[src/rtl/reset_sequencer.sv]
// reset_sequencer: power-on reset generator. Holds all channel resets for
// HOLD_CYCLES edges after Reset falls, then releases CHANNELS resets one at a
// time every STAGGER_CYCLES edges and raises Running once the last one drops.
// Restart (synchronous, level) re-runs the whole sequence.
// Optional watchdog: define RESET_SEQUENCER_WATCHDOG_EN to re-run the sequence
// automatically when Kick is absent for WATCHDOG_CYCLES edges while in RUN.
module reset_sequencer #(
  parameter int CHANNELS        = 3,
  parameter int HOLD_CYCLES     = 127,
  parameter int STAGGER_CYCLES  = 16,
  parameter int WATCHDOG_CYCLES = 1048576
) (
  input  logic                Clock,
  input  logic                Reset,
  input  logic                Restart,
  input  logic                Kick,
  output logic [CHANNELS-1:0] ChannelResets,
  output logic                Running,
  output logic [1:0]          Phase,
  output logic                WatchdogFired
);

  localparam int MAX_CYC = (HOLD_CYCLES > STAGGER_CYCLES) ? HOLD_CYCLES : STAGGER_CYCLES;
  localparam int CW      = $clog2(MAX_CYC + 1);
  localparam int IW      = (CHANNELS > 1) ? $clog2(CHANNELS) : 1;

  localparam logic [1:0] PH_HOLD    = 2'd0;
  localparam logic [1:0] PH_RELEASE = 2'd1;
  localparam logic [1:0] PH_RUN     = 2'd2;

  localparam logic [CW-1:0] HOLD_TERM    = CW'(HOLD_CYCLES);
  localparam logic [CW-1:0] STAGGER_TERM = CW'(STAGGER_CYCLES);
  localparam logic [IW-1:0] LAST_IDX     = IW'(CHANNELS - 1);

  localparam bit PARAMS_OK = (CHANNELS >= 1) && (CHANNELS <= 16) &&
                             (HOLD_CYCLES >= 1) && (STAGGER_CYCLES >= 1) &&
                             (WATCHDOG_CYCLES >= 1);

  generate
    if (!PARAMS_OK) begin : g_bad_params
      $error("reset_sequencer: illegal parameters CHANNELS=%0d HOLD_CYCLES=%0d STAGGER_CYCLES=%0d WATCHDOG_CYCLES=%0d",
             CHANNELS, HOLD_CYCLES, STAGGER_CYCLES, WATCHDOG_CYCLES);
    end
  endgenerate

  logic [1:0]          phase_q, phase_d;
  logic [CW-1:0]       count_q, count_d;
  logic [IW-1:0]       idx_q, idx_d;
  logic [CHANNELS-1:0] chan_q, chan_d;
  logic                running_q, running_d;

  logic [CW-1:0]       count_inc;
  logic [CW-1:0]       count_term;
  logic [CHANNELS-1:0] release_mask;
  logic                wd_timeout;
  logic                restart_req;

  // One-hot mask selecting the channel that drops next.
  generate
    for (genvar gi = 0; gi < CHANNELS; gi++) begin : g_mask
      assign release_mask[gi] = (idx_q == IW'(gi));
    end
  endgenerate

  // A watchdog timeout behaves exactly like a one-cycle Restart.
  assign restart_req = Restart | wd_timeout;

`ifdef RESET_SEQUENCER_WATCHDOG_EN
  localparam int WW = $clog2(WATCHDOG_CYCLES + 1);
  localparam logic [WW-1:0] WD_TERM = WW'(WATCHDOG_CYCLES);

  logic [WW-1:0] wd_cnt_q, wd_cnt_d;
  logic          wd_fired_q, wd_fired_d;
  logic [WW-1:0] wd_inc;

  assign wd_inc     = wd_cnt_q + WW'(1);
  // Kick on the terminal edge wins, so no timeout is raised then.
  assign wd_timeout = (phase_q == PH_RUN) && !Kick && (wd_inc == WD_TERM);

  // Watchdog counter: runs only in RUN, starts at zero on entry, cleared by Kick.
  always_comb begin
    wd_cnt_d   = wd_cnt_q;
    wd_fired_d = wd_fired_q | wd_timeout;
    if ((phase_q != PH_RUN) || Restart || Kick || wd_timeout) begin
      wd_cnt_d = '0;
    end else begin
      wd_cnt_d = wd_inc;
    end
  end

  // Watchdog state; the fired flag is sticky until Reset.
  always_ff @(posedge Clock or posedge Reset) begin
    if (Reset) begin
      wd_cnt_q   <= '0;
      wd_fired_q <= 1'b0;
    end else begin
      wd_cnt_q   <= wd_cnt_d;
      wd_fired_q <= wd_fired_d;
    end
  end

  assign WatchdogFired = wd_fired_q;
`else
  logic unused_kick;
  assign unused_kick   = Kick;
  assign wd_timeout    = 1'b0;
  assign WatchdogFired = 1'b0;
`endif

  assign count_inc  = count_q + CW'(1);
  assign count_term = (phase_q == PH_HOLD) ? HOLD_TERM : STAGGER_TERM;

  // Sequencer next state: count to the phase's terminal value, drop one channel, advance.
  always_comb begin
    phase_d   = phase_q;
    count_d   = count_q;
    idx_d     = idx_q;
    chan_d    = chan_q;
    running_d = running_q;
    if (restart_req) begin
      phase_d   = PH_HOLD;
      count_d   = '0;
      idx_d     = '0;
      chan_d    = '1;
      running_d = 1'b0;
    end else begin
      case (phase_q)
        PH_HOLD, PH_RELEASE: begin
          if (count_inc == count_term) begin
            chan_d  = chan_q & ~release_mask;
            count_d = '0;
            if (idx_q == LAST_IDX) begin
              phase_d   = PH_RUN;
              running_d = 1'b1;
            end else begin
              phase_d = PH_RELEASE;
              idx_d   = idx_q + IW'(1);
            end
          end else begin
            count_d = count_inc;
          end
        end
        PH_RUN: begin
          // Everything released; hold until Restart, watchdog or Reset.
        end
        default: begin
          // Unreachable encoding: recover by starting a fresh sequence.
          phase_d   = PH_HOLD;
          count_d   = '0;
          idx_d     = '0;
          chan_d    = '1;
          running_d = 1'b0;
        end
      endcase
    end
  end

  // Sequencer state; Reset forces the hold state immediately.
  always_ff @(posedge Clock or posedge Reset) begin
    if (Reset) begin
      phase_q   <= PH_HOLD;
      count_q   <= '0;
      idx_q     <= '0;
      chan_q    <= '1;
      running_q <= 1'b0;
    end else begin
      phase_q   <= phase_d;
      count_q   <= count_d;
      idx_q     <= idx_d;
      chan_q    <= chan_d;
      running_q <= running_d;
    end
  end

  assign ChannelResets = chan_q;
  assign Running       = running_q;
  assign Phase         = phase_q;

endmodule

[config.mk]
export PLATFORM = sky130hd
export DESIGN_NAME = reset_sequencer
export DESIGN_NICKNAME = d
export VERILOG_FILES = /design/src/rtl/reset_sequencer.sv
export SDC_FILE = /design/constraint.sdc
export NUM_CORES = 1
export LEC_CHECK = 0
export CAP_MARGIN = 40
export CORE_UTILIZATION = 33
export DETAILED_ROUTE_END_ITERATION = 8
export GPL_TIMING_DRIVEN = 1
export PLACE_DENSITY_LB_ADDON = 0.3
export SLEW_MARGIN = 20
export SYNTH_ARGS = -nofsm -noshare
export SYNTH_HDL_FRONTEND = slang
export SYNTH_SLANG_ARGS = --single-unit
[constraint.sdc]
create_clock -name Clock -period 3.8 [get_ports Clock]
set_input_delay 0.95 -clock Clock [delete_from_list [all_inputs] [get_ports Clock]]
set_output_delay 0.95 -clock Clock [all_outputs]
set_load 0.1 [all_outputs]
Word-level counts from Yosys, hierarchy flattened
Index checks and enable logic that the tools add are counted.
{ "word_totals": {"output_inout_bits": 7, "input_bits": 4, "regBits": 15} }
{ "classes": {"eq_ne": 9, "addsub": 2, "muxes": 19, "n_reduce_logical": 6, "n_bitwise": 2} }
{ "op_table": {"columns": ["operator", "n"], "rows": [
  ["7-bit 2-to-1 mux", 3],
  ["7-bit case mux with 2 select lines", 1],
  ["2-bit 2-to-1 mux", 6],
  ["3-bit inequality test, second input constant", 3],
  ["2-bit case mux with 2 select lines", 2],
  ["7-bit by 1-bit adder with 7-bit output, second input constant", 1],
  ["7-bit equality test", 1],
  ["3-bit 2-to-1 mux", 2],
  ["3-bit case mux with 2 select lines", 1],
  ["3-bit AND reduction", 2],
  ["2-bit by 1-bit equality test with 1-bit output, second input constant", 2],
  ["2-bit equality test, second input constant", 2],
  ["2-bit logical NOT", 2],
  ["3-bit bitwise AND", 1],
  ["1-bit 2-to-1 mux", 3],
  ["3-bit inverter", 1],
  ["2-bit by 1-bit adder with 2-bit output, second input constant", 1],
  ["2-bit inequality test, second input constant", 1],
  ["1-bit case mux with 2 select lines", 1],
  ["2-bit AND reduction", 1],
  ["2-bit OR reduction", 1]
]} }

Longest topological paths before layout
{ "depth": {"word_depth": 6, "ltp_mapped": 8, "mapped_depth_nobuf": 7} }

Least setup slack after synthesis
No wires, ideal clock.
{ "synth_timing": {"path_type": "reg2reg", "start": "reg phase_q[1] (netlist: Phase[1])", "end": "reg idx_q[0]", "stages_incl_launch_ff": 7, "t_arrival_ps": 2320, "required_ps": 3690, "setup_ps": 110, "path_slack_ps": 1370, "synth_period_minus_slack_ps": 2430, "cell_sequence": "dfrtp_1 > nor2_1 > or4b_4 > nor3b_2 > a22oi_2 > buf_6 > o41ai_1"} }
{ "synth_between": {"elab_chain_cells": 5} }
{ "synth_lines": {"columns": ["element", "line", "source"], "rows": [
  ["from (decl)", "46", "logic [1:0] phase_q, phase_d;"],
  ["from (signal assigned)", "167", "phase_q <= phase_d;"],
  ["2-bit logical NOT", "111, 127", null],
  ["7-bit 2-to-1 mux", "111", "assign count_term = (phase_q == PH_HOLD) ? HOLD_TERM : STAGGER_TERM;"],
  ["7-bit equality test", "129", "if (count_inc == count_term) begin"],
  ["3-bit inequality test (no source line)", null, null],
  ["3-bit AND reduction (no source line)", null, null],
  ["to (signal assigned)", "169", "idx_q <= idx_d;"],
  ["to (decl)", "48", "logic [IW-1:0] idx_q, idx_d;"]
]} }
Several ways; a longest one is shown, not always the timed one.
A chain may end at the register's enable or synchronous reset.

Worst setup path in the final report
{ "layout_timing": {"start": "reg count_q[0]", "end": "reg idx_q[0]"} }
{ "layout_between": {"elab_chain_cells": 4} }
{ "layout_lines": {"columns": ["element", "line", "source"], "rows": [
  ["from (decl)", "47", "logic [CW-1:0] count_q, count_d;"],
  ["from (signal assigned)", "168", "count_q <= count_d;"],
  ["7-bit by 1-bit adder with 7-bit output", "110", "assign count_inc = count_q + CW'(1);"],
  ["7-bit equality test", "129", null],
  ["3-bit inequality test (no source line)", null, null],
  ["3-bit AND reduction (no source line)", null, null]
]} }
Every way passes these cells.

==> reports/metrics.cfg <==
[flow_run]
maxCapViolations = 0

[finish]
area_growth_pct = 19.97
num_antenna_cells = 0
nets = 110
drive_gt1_share_pct = 18.81
utilization_pct = 43.77

[global_route]
grt_overflow_total = 0
grt.total_usage_pct = 12.83
grt_pass1_vias = 632
grt_pass1_wl_um = 2573
antenna_found_initial = 0
grt_start_max_net_pins = 16

[synth]
ys_ff_latch = 15
ys_top_cells_by_count = nand2_1 (14), dfrtp_1 (12), o21ai_0 (8), inv_1 (6), nor2_1 (5)
postSynthAreaPerCell_sq_um = 9.722
synth_edf_count = 0
yosysMostFrequentCell = nand2_1
ys_async_sr_fraction_pct = 100.0
synth_area_leaders = dfrtp_1 (36%), dfstp_2 (9.3%), nand2_1 (6.2%)
ys_seq_area_share_pct = 44.82
synth_area_sq_um = 845.8
synth.largest_area_cell = dfrtp_1
syn_nets = 95
synth_cell_types = 28
synth-main-ff-cell = dfrtp_1
yosysTopAreaCellShare_pct = 35.50
synthCells = 87
yosys_warnings = 0

[drt]
avgViaCountPerCell = 5.233
drtIter0Drc = 4
drc_errors = 0
wl_met2_um = 711
postRouteWirelength_um = 1541
top_layer_used = met4
wire_per_inst_um = 11.95
wl_met3_um = 34
vias = 675
firstDrtPassIters = 2
met1_length_um = 784
ant_nets = 0

[run_status]
status = finished clean

[timing]
hold_violations = 0
setup_tns_ns = 0
rsz0062_at_grt = no
slew_headroom_pct = 61.09
final-setup-viol-count = 0
fmax_mhz = 415.4
final.min_clock_period_ns = 2.408
slew_viol_final = 0
period_share_pct = 63.36
max_slew.worst_pin.slew_ns = 0.5836
skew_ns = 0.003858

[clock_tree]
cts.clk_slew.worst_paths_ns = 0.09
numCtsBuffers = 3
clock_sinks = 15
cts_resized = 0
post_cts_buffers = 0
clockRootBuffer = clkbuf_4
ctsHtreeMaxLevel = 1
clk_path_buf_depth = 2
clk_latency_ns = 0.28
hold_buffers = 0
cts_tree = done

[floorplanning]
die_w_um = 52.63
die_area_sq_um = 2769
fp.coreArea_sq_um = 2318
ioPinCount = 11
start_util_pct = 36.48
die_height_um = 52.63
rows = 17

[power_and_ir_drop]
powerDensity_nw_per_um2 = 276.0
power_leakage_nw = 0.4403
ir_drop_v = 0.0001333

[setup_path]
slowest_delay_ns = 0.49
path_class = reg2reg
rr_worst_depth = 7
crit_chain = ha_1, xor2_1, or4b_4, nor3b_2, a22oi_2, o311ai_0, o41ai_1
path_max_fanout = 13
cp_slowest_cell = or4b_4
r2r_slack_ns = 1.39
arrival_ns = 2.56
startpoint_type = flip-flop
r2r_end = idx_q[0]
critPathCaptureType = flip-flop
reg2reg_from = count_q[0]
cp.required_ns = 3.95

[placed_design]
detailed_place_hpwl_um = 1118
io_buffers = 8
gp_congestion = 0.7361

[min_path]
holdPathStages = 2
holdCritStartpoint = ChannelResets[0]
min_path_type = reg2reg
whs_endpoint = ChannelResets[0]

-- critical path, delay by kind of cell (launching register included) --
family / cells / cell delay, ns
fa+ha+maj: 1 / 0.27
simple gates: 2 / 0.70
xor+xnor: 1 / 0.17
compound gates: 3 / 0.70
flops: 1 / 0.45
-- metrics by stage --
step / hold WS (ns) / cell area [sq um] / cells / total power [mW] / worst slack (ns)
CTS: 0.4846 / 1015 / 129 / 0.2841 / 1.392
finish: 0.4818 / 1015 / 129 / 0.2801 / 1.392
detailed placement: 0.4722 / 987.2 / 125 / 0.1909 / 1.286
global route: 0.5021 / 1015 / 129 / 0.2931 / 1.143
global placement: 0.4666 / 942.2 / 122 / 0.1904 / 1.306
floorplan: 0.4733 / 845.8 / 87 / 0.1856 / 1.370
-- logic make-up after synthesis --
| logic type | Yosys count | synth area share [%] |
|---|---|---|
| buffers and inverters | 8 | 4.882 |
| other | 1 | 0.4434 |
| AND/OR/NAND/NOR | 36 | 23.52 |
| multiplexers | 1 | 1.183 |
| adder cells (fa/ha/maj) | 4 | 5.917 |
| XOR/XNOR | 3 | 3.107 |
| flip-flops | 15 | 44.82 |
| AO/OA/AOI/OAI | 19 | 16.13 |
-- where the power goes --
group | internal [mW] | switching (mW) | total (mW) | leakage, nW
Combinational | 0.00716 | 0.0144 | 0.0216 | 0.226
Sequential | 0.162 | 0.00386 | 0.166 | 0.197
Clock | 0.0391 | 0.0532 | 0.0923 | 0.0177
-- cells in the final DEF (no fill, tap or decap), types with 2 or more instances in the layout --
cell,count
buf_4,4
buf_8,3
clkbuf_4,3
clkdlybuf4s50_1,5
dfrtp_1,12
dfstp_2,3
ha_1,4
inv_1,6
nand2_1,14
nand3_1,4
nand4b_1,3
nor2_1,5
nor3_1,4
o21a_1,3
o21ai_0,8
o311ai_0,2
o41ai_1,2
xor2_1,3
-- state kept, by name, indices dropped and copies added, names as in the netlist --
| signal | flops |
|---|---|
| idx_q | 2 |
| count_q | 7 |
| Phase | 2 |
| ChannelResets | 3 |
| Running | 1 |
-- routing by layer --
metal  track usage [%]  vias to the layer above
met1             15.83                      326
li1                  -                      339
met3             1.739                        2
met4             6.579                        0
met2             21.52                        8
met5                 0                        -
-- worst max path at each step --
stage | from | endpoint | slack, ns | depth (start not counted)
3_5_place_dp | Restart | idx_q[0] | 1.29 | 5
3_3_place_gp | Phase[0] | Phase[0] | 1.31 | 1
2_1_floorplan | Phase[1] | idx_q[0] | 1.37 | 6
4_1_cts | Phase[0] | Phase[0] | 1.39 | 2
5_1_grt | count_q[0] | count_q[5] | 1.14 | 7
6_report | count_q[0] | idx_q[0] | 1.39 | 7
-- final cells by class --
cell class | instances | area, sq um
timing repair buffer | 12 | 125.1
clock buffer | 3 | 22.52
multi-input combinational | 64 | 425.4
inverter | 6 | 22.52
fill | 228 | 1304
clock inverter | 1 | 5.005
tap | 28 | 35.03
sequential | 15 | 379.1
Note: power is estimated with default switching activity, not from simulation.
